$ cat src/rtl/hc85_seq_cmp.sv
// Sequential wide magnitude comparator driving a single HC85 stage, one nibble
// per clock from the LSB nibble upward, feeding each result back as cascade input.
module hc85_seq_cmp #(
  parameter int NIBBLES = 4
) (
  input  logic                 i_clk,
  input  logic                 i_rst,
  input  logic                 i_start,
  input  logic [4*NIBBLES-1:0] i_a,
  input  logic [4*NIBBLES-1:0] i_b,
  output logic                 o_busy,
  output logic                 o_done,
  output logic                 o_agb,
  output logic                 o_asb,
  output logic                 o_aeb,
  output logic                 o_err,
  output logic [3:0]           o_na,
  output logic [3:0]           o_nb,
  output logic                 o_cagb,
  output logic                 o_casb,
  output logic                 o_caeb,
  input  logic                 i_qagb,
  input  logic                 i_qasb,
  input  logic                 i_qaeb
);

  localparam int W  = 4 * NIBBLES;
  localparam int IW = (NIBBLES > 1) ? $clog2(NIBBLES) : 1;
  localparam logic [IW-1:0] LAST_IDX = IW'(NIBBLES - 1);

  typedef enum logic [1:0] {
    IDLE = 2'd0,
    RUN  = 2'd1,
    FIN  = 2'd2
  } state_t;

  state_t          r_state;
  state_t          w_next;
  logic [IW-1:0]   r_idx;
  logic [W-1:0]    r_a;
  logic [W-1:0]    r_b;
  logic [2:0]      r_casc;
  logic [2:0]      r_res;
  logic            r_err;
  logic [2:0]      w_q;
  logic            w_accept;
  logic            w_lastRun;

  assign w_q       = {i_qagb, i_qasb, i_qaeb};
  assign w_accept  = (r_state == IDLE) && i_start;
  assign w_lastRun = (r_state == RUN) && (r_idx == LAST_IDX);

  always_ff @(posedge i_clk or posedge i_rst) begin
    if (i_rst) begin
      r_state <= IDLE;
    end else begin
      r_state <= w_next;
    end
  end

  always_comb begin
    w_next = r_state;
    case (r_state)
      IDLE:    if (i_start) w_next = RUN;
      RUN:     if (r_idx == LAST_IDX) w_next = FIN;
      FIN:     w_next = IDLE;
      default: w_next = IDLE;
    endcase
  end

  // The result is loaded on the last RUN edge (same value the cascade register
  // takes) so it is already valid while DONE is high.
  always_ff @(posedge i_clk or posedge i_rst) begin
    if (i_rst) begin
      r_idx  <= '0;
      r_a    <= '0;
      r_b    <= '0;
      r_casc <= 3'b001;
      r_res  <= 3'b000;
      r_err  <= 1'b0;
    end else begin
      case (r_state)
        IDLE: begin
          if (w_accept) begin
            r_a    <= i_a;
            r_b    <= i_b;
            r_idx  <= '0;
            r_casc <= 3'b001;
            r_res  <= 3'b000;
            r_err  <= 1'b0;
          end
        end
        RUN: begin
          r_casc <= w_q;
          r_idx  <= w_lastRun ? '0 : r_idx + 1'b1;
          if (!$onehot(w_q)) r_err <= 1'b1;
          if (w_lastRun) r_res <= w_q;
        end
        FIN: begin
          r_casc <= 3'b001;
        end
        default: begin
          r_casc <= 3'b001;
        end
      endcase
    end
  end

  always_comb begin
    o_busy = (r_state == RUN);
    o_done = (r_state == FIN);
    o_na   = 4'h0;
    o_nb   = 4'h0;
    if (r_state == RUN) begin
      o_na = r_a[{r_idx, 2'b00} +: 4];
      o_nb = r_b[{r_idx, 2'b00} +: 4];
    end
  end

  assign {o_cagb, o_casb, o_caeb} = r_casc;
  assign {o_agb, o_asb, o_aeb}    = r_res;
  assign o_err                    = r_err;

endmodule

$ cat config.mk
export PLATFORM = sky130hd
export DESIGN_NAME = hc85_seq_cmp
export DESIGN_NICKNAME = d
export VERILOG_FILES = /design/src/rtl/hc85_seq_cmp.sv
export SDC_FILE = /design/constraint.sdc
export NUM_CORES = 1
export LEC_CHECK = 0
export BUFFER_PORTS_ARGS = -buffer_cell sky130_fd_sc_hd__buf_2
export CORE_MARGIN = 3
export CORE_UTILIZATION = 45
export CTS_CLUSTER_SIZE = 14
export DETAILED_ROUTE_END_ITERATION = 10
export PLACE_DENSITY = 0.8
export RECOVER_POWER = 50
export SYNTH_ARGS = -nofsm -noshare
export SYNTH_HDL_FRONTEND = slang
export SYNTH_SLANG_ARGS = --single-unit
$ cat constraint.sdc
create_clock -name i_clk -period 2.5 [get_ports i_clk]
set_clock_uncertainty 0.15 [all_clocks]
set_input_delay 0.5 -clock i_clk [delete_from_list [all_inputs] [get_ports i_clk]]
set_output_delay 0.5 -clock i_clk [all_outputs]
set_load 0.02 [all_outputs]
# After elaboration in Yosys (flattened, before gate mapping)
# Index checks and enable logic that the tools add are counted.
# word_totals
output_inout_bits	17
input_bits	38
word_cells	46
register_bits	43
# op_classes
n_mux	16
shifts	2
n_eq_ne	9
addsub	3
reduce_logical	9
# op_table
op	count
$shiftx 16x5->4	2
$pmux 3 s2	2
$mux 3	3
$mux 2	4
$mux 4	2
$pmux 2 s2	2
$ne 2x2->1 const B	3
$reduce_and 2->1	3
$reduce_and 3->1	2
$eq 2x1->1 const B	2
$eq 2x2->1 const B	2
$ne 2x1->1 const B	2
$add 1x1->2	1
$add 2x1->2	1
$add 2x1->2 const B	1
$logic_and 1x1->1	2
$logic_not 2->1	1
$mux 1	2
$pmux 1 s2	1
$reduce_bool 2->1	1

# Longest topological paths before layout
# logic_depth
word_depth	5
ltp_mapped	4
ltp_nobuf	4

# Least setup slack after synthesis
# OpenSTA, ideal clock, no wires.
# synth_timing
kind	flip-flop to output port
startpoint	register r_state[0]
endpoint	output o_nb[2]
path_buffers	2
arrival_ns	1.323
slack_ns	0.527
path_stages_with_launch	5
required_ns	1.850
cell_sequence	dfrtp_1 -> buf_6 -> or3b_1 -> clkbuf_1 -> o22ai_1
# synth_between
elab_chain_cells	2
# synth_rtl
element	line	source
start: declaration	37	state_t r_state;
start signal: assignment	57	r_state <= w_next;
$eq 2x1->1	114	if (r_state == RUN) begin
$mux 4	114	
end: declaration	18	output logic [3:0] o_nb,
# No other way between the ends.

# Worst setup path in the final report
# layout_timing
startpoint	register r_state[1]
endpoint	output o_nb[2]
# Same word-level chain as after synthesis.

==> results by stage <==
Critical path:
- In this run the critical register-to-register path is launched from r_idx[0]$_DFFE_PP0P_.
- The maximum net fanout on the critical path is 13.
- In this design, the stage delay of the slowest critical-path cell is between 0.5 and 0.6 ns.
- The endpoint class of the critical path is a primary output.
- The kind of start point of the critical path is a flop.
- Counting both buffers and inverters, the worst setup path holds a total of 1.
- The required time of the worst setup path is roughly 1.9 ns.
- Data arrives at the worst endpoint at 1.75 ns.
- Measured in cells, the most critical reg-to-reg path has a length of 4.
- The type of the worst setup path is flop to primary output.
- For this design, the slowest cell found on the critical path is sky130_fd_sc_hd__or3b_1.
- The endpoint identified for the worst register-to-register timing path is r_idx[0]$_DFFE_PP0P_.
- On the critical path the largest part of the delay comes from simple AND/OR/NAND/NOR gates.
- The critical path goes through or3b_1 -> o22ai_1 -> buf_2.
- The slack of the worst reg-to-reg path is 0.65 ns.

Finish:
- In the final design database the tool counted roughly 250 nets.
- The area added between synthesis and finish is 20.0%.
- The number of antenna diodes in the final layout is 0.
- The finished layout holds 257 standard cells, fillers aside.
- The fraction of layout cells with a size suffix above 1 is between 40% and 50%.

Floorplanning:
- The floorplan has 23 rows.
- The width of the chip is about 73 um.
- The starting density of the core is between 40% and 50%.
- During I/O placement, the number of pins put on the boundary was 55.
- The y dimension of the die is around 73 um.
- The area of the die is around 0.0053 mm^2.
- The total core area is ~0.0042 mm^2.

Route:
- The average wire length per cell after detail routing is around 15 um.
- The routed layout has 1340 vias.
- The final wirelength is approximately 4000 um.
- The number of detailed-routing iterations run before antenna repair is 4.
- The initial DRC count is 30.
- The number of nets still failing antenna checks after routing is 0.
- After detailed routing, the number of remaining DRC violations is 0.
- Using the TritonRoute via totals, the vias-per-cell ratio works out to about 5.2.

Pwr:
- Dividing total power by cell area gives a power density of between 1000 and 1500 mW/mm^2.
- The maximum resistive drop on vdd is 698 uV.
- The static leakage is 1.14 nW.

Run:
- The tool flagged a number of max-cap violations equal to 0.

STA:
- The number of endpoints failing setup at the final stage is 0.
- Final hold analysis gives a worst-case slack of about 0.026 ns.
- Timing would allow up to between 0.4 and 0.5 GHz.
- The final count of pins violating max slew came to 0.
- The relative max-transition margin is approximately 3.2%.
- The post-route clock period utilization is around 96%.
- The number of endpoints with negative hold slack in the final report is 0.
- The setup TNS is 0 ns.
- The transition time at the pin with the least slew margin is 1.45 ns.
- The minimum clock period after layout is 2.40 ns.
- Setup repair after global routing left no endpoint under its margin.

Logic synthesis:
- Synthesis produced 150 cells.
- A synthesized cell averages 13.5 um^2.
- The cell area after synthesis is 0.00202 mm^2.
- The net count after synthesis is 190.
- In this run, synthesis inferred 0 flip-flops with an integrated enable.
- After synthesis, the netlist uses 28 different library cells.
- For this run, the leading register cell type out of synthesis is sky130_fd_sc_hd__dfrtp_1.
- Sequential cells were found to cover between 50 and 60% of the synthesized design area.
- The total of warnings raised by yosys is 0.
- In the synthesized netlist the async set-or-reset flop fraction comes to 100%.
- Counting flops and latches in the post-synthesis netlist gives 43.

GRT:
- The first global-routing pass estimated approximately 6400 um of wire.
- For this run the aggregate overflow at the end of global routing stands at 0.
- The largest net degree at the start of global routing is 34.
- The number of antenna violations at the first check in global routing came to 0.
- Across every metal layer, demand over resource in global routing totals between 10% and 20%.
- The via count of the first global-routing pass was roughly 1400.

Clocking:
- The clock latency on the worst-skew pair is 0.28 ns.
- TritonCTS built the clock tree.
- Once the clock tree was built, the setup fixing pass inserted 0 buffers.
- The sink count of the clock tree is 43.
- The number of buffers created by CTS is 5.
- The number of hold buffers added after CTS is 0.
- The total of cells resized after clock tree synthesis is 0.
- The H-tree depth reported by CTS is 2.
- After clock tree synthesis, the clock-pin slew on the worst setup and hold paths is 0.08 ns.
- The number of buffers between clock root and the deepest sink is 2.
- The cell at the root of the clock tree is sky130_fd_sc_hd__clkbuf_8.

Placement:
- The count of buffers added on input and output ports is 54.
- Routability-driven placement finished with a final weighted congestion of between 0.7 and 0.8.
- The number of placed instances, taps included, is between 200 and 300.
- Detailed placement finished with a half-perimeter wire length of 2980 um.

Worst hold path:
- The worst min-delay path category is input pin to asynchronous set/reset pin.

Status:
- The run finished with clean final reports.
-- synth_stat cells (all sizes together) (2+ instances only) --
| master | n | area (um^2) |
|---|---|---|
| dfrtp | 42 | 1050 |
| mux2 | 32 | 360 |
| mux2i | 17 | 170 |
| inv | 8 | 30.0 |
| o22ai | 8 | 50.1 |
| buf | 7 | 62.6 |
| nand3b | 5 | 37.5 |
| or3b | 5 | 43.8 |
| nand2 | 4 | 15.0 |
| nor2b | 3 | 18.8 |
| o221ai | 3 | 26.3 |
| a21oi | 2 | 10.0 |
| clkbuf | 2 | 7.51 |
| nand2b | 2 | 12.5 |
-- placed cells by master (no fill, tap or decap), types with 2 or more instances in the layout --
cell,n
sky130_fd_sc_hd__buf_2,53
sky130_fd_sc_hd__dfrtp_1,42
sky130_fd_sc_hd__mux2_2,30
sky130_fd_sc_hd__mux2i_1,17
sky130_fd_sc_hd__inv_1,8
sky130_fd_sc_hd__o22ai_1,8
sky130_fd_sc_hd__nand3b_1,5
sky130_fd_sc_hd__clkbuf_8,5
sky130_fd_sc_hd__or3b_2,4
sky130_fd_sc_hd__nand2_1,4
sky130_fd_sc_hd__nor2b_1,3
sky130_fd_sc_hd__o221ai_1,3
sky130_fd_sc_hd__clkbuf_1,3
sky130_fd_sc_hd__buf_4,3
sky130_fd_sc_hd__nand2b_1,2
sky130_fd_sc_hd__a21oi_1,2
sky130_fd_sc_hd__mux2_1,2
-- stage by stage --
| step | worst slack, ns | util (%) | total power [mW] | cell area (um^2) |
|---|---|---|---|---|
| 4_1_cts | 0.0989 | 58.3 | 3.22 | 2430 |
| 2_1_floorplan | 0.527 | - | 2.33 | 2020 |
| 3_3_place_gp | 0.449 | 55.9 | 2.66 | 2330 |
| 5_1_grt | 0.0220 | 58.0 | 3.40 | 2420 |
| 6_report | 0.0990 | 58.0 | 3.18 | 2420 |
| 3_5_place_dp | 0.410 | 55.9 | 2.71 | 2330 |
-- sequential cells by signal, summed over array words and instances, names as in the netlist --
signal,cells
o_err,1
r_a,16
r_b,16
r_casc,3
r_idx,2
r_res,3
r_state,2
-- how the worst max path moves through the flow --
stage                                 from  endpoint  slack (ns)  cells past startpoint
floorplan           r_state[0]$_DFFE_PP0P_   o_nb[2]        0.53                      4
global placement    r_state[1]$_DFFE_PP0P_   o_nb[2]        0.45                      3
detailed placement  r_state[1]$_DFFE_PP0P_   o_nb[2]        0.41                      3
CTS                 r_state[1]$_DFFE_PP0P_   o_nb[2]         0.1                      3
global route        r_state[1]$_DFFE_PP0P_   o_nb[2]        0.02                      3
finish              r_state[1]$_DFFE_PP0P_   o_nb[2]         0.1                      3
-- layout make-up --
cell class | count | area (um^2)
tap | 50 | 62.6
clock inverter | 1 | 30.0
timing repair buffer | 59 | 308
clock buffer | 6 | 72.6
sequential | 43 | 1080
multi-input combinational | 90 | 841
fill | 355 | 1750
inverter | 8 | 30.0
-- worst register-to-register path, stage by stage, from the launching register on --
cell,delay (ns)
sky130_fd_sc_hd__dfrtp_1,0.38
sky130_fd_sc_hd__clkbuf_1,0.27
sky130_fd_sc_hd__ha_1,0.36
sky130_fd_sc_hd__or3b_2,0.47
sky130_fd_sc_hd__mux2i_1,0.15
-- kinds of logic (layout without fill, tap and decap cells) --
kind of cell / count (synthesis) / count (layout) / share of synthesized area [%]
adders and majority gates: 2 / 2 / 1.61
DFF: 43 / 43 / 53.4
AOI/OAI and AO/OA: 17 / 17 / 5.95
buffers and inverters: 17 / 74 / 4.96
and+or+nand+nor: 22 / 22 / 7.81
muxes: 49 / 49 / 26.3
-- routing by layer --
layer / global-route usage (%) / part of all wire (%) / vias to the layer above
li1: - / - / 650
met1: 21.2 / 44 / 657
met2: 25.9 / 52 / 29
met3: 3.44 / 3.6 / 4
met4: 4.92 / 0.69 / 0
met5: 0 / 0 / -
-- where the power goes --
part,total (mW),switching [mW],internal [mW]
clock network,0.512,0.219,0.293
logic,1.45,0.759,0.691
registers,1.22,0.178,1.04
(Power assumes the default switching activity.)
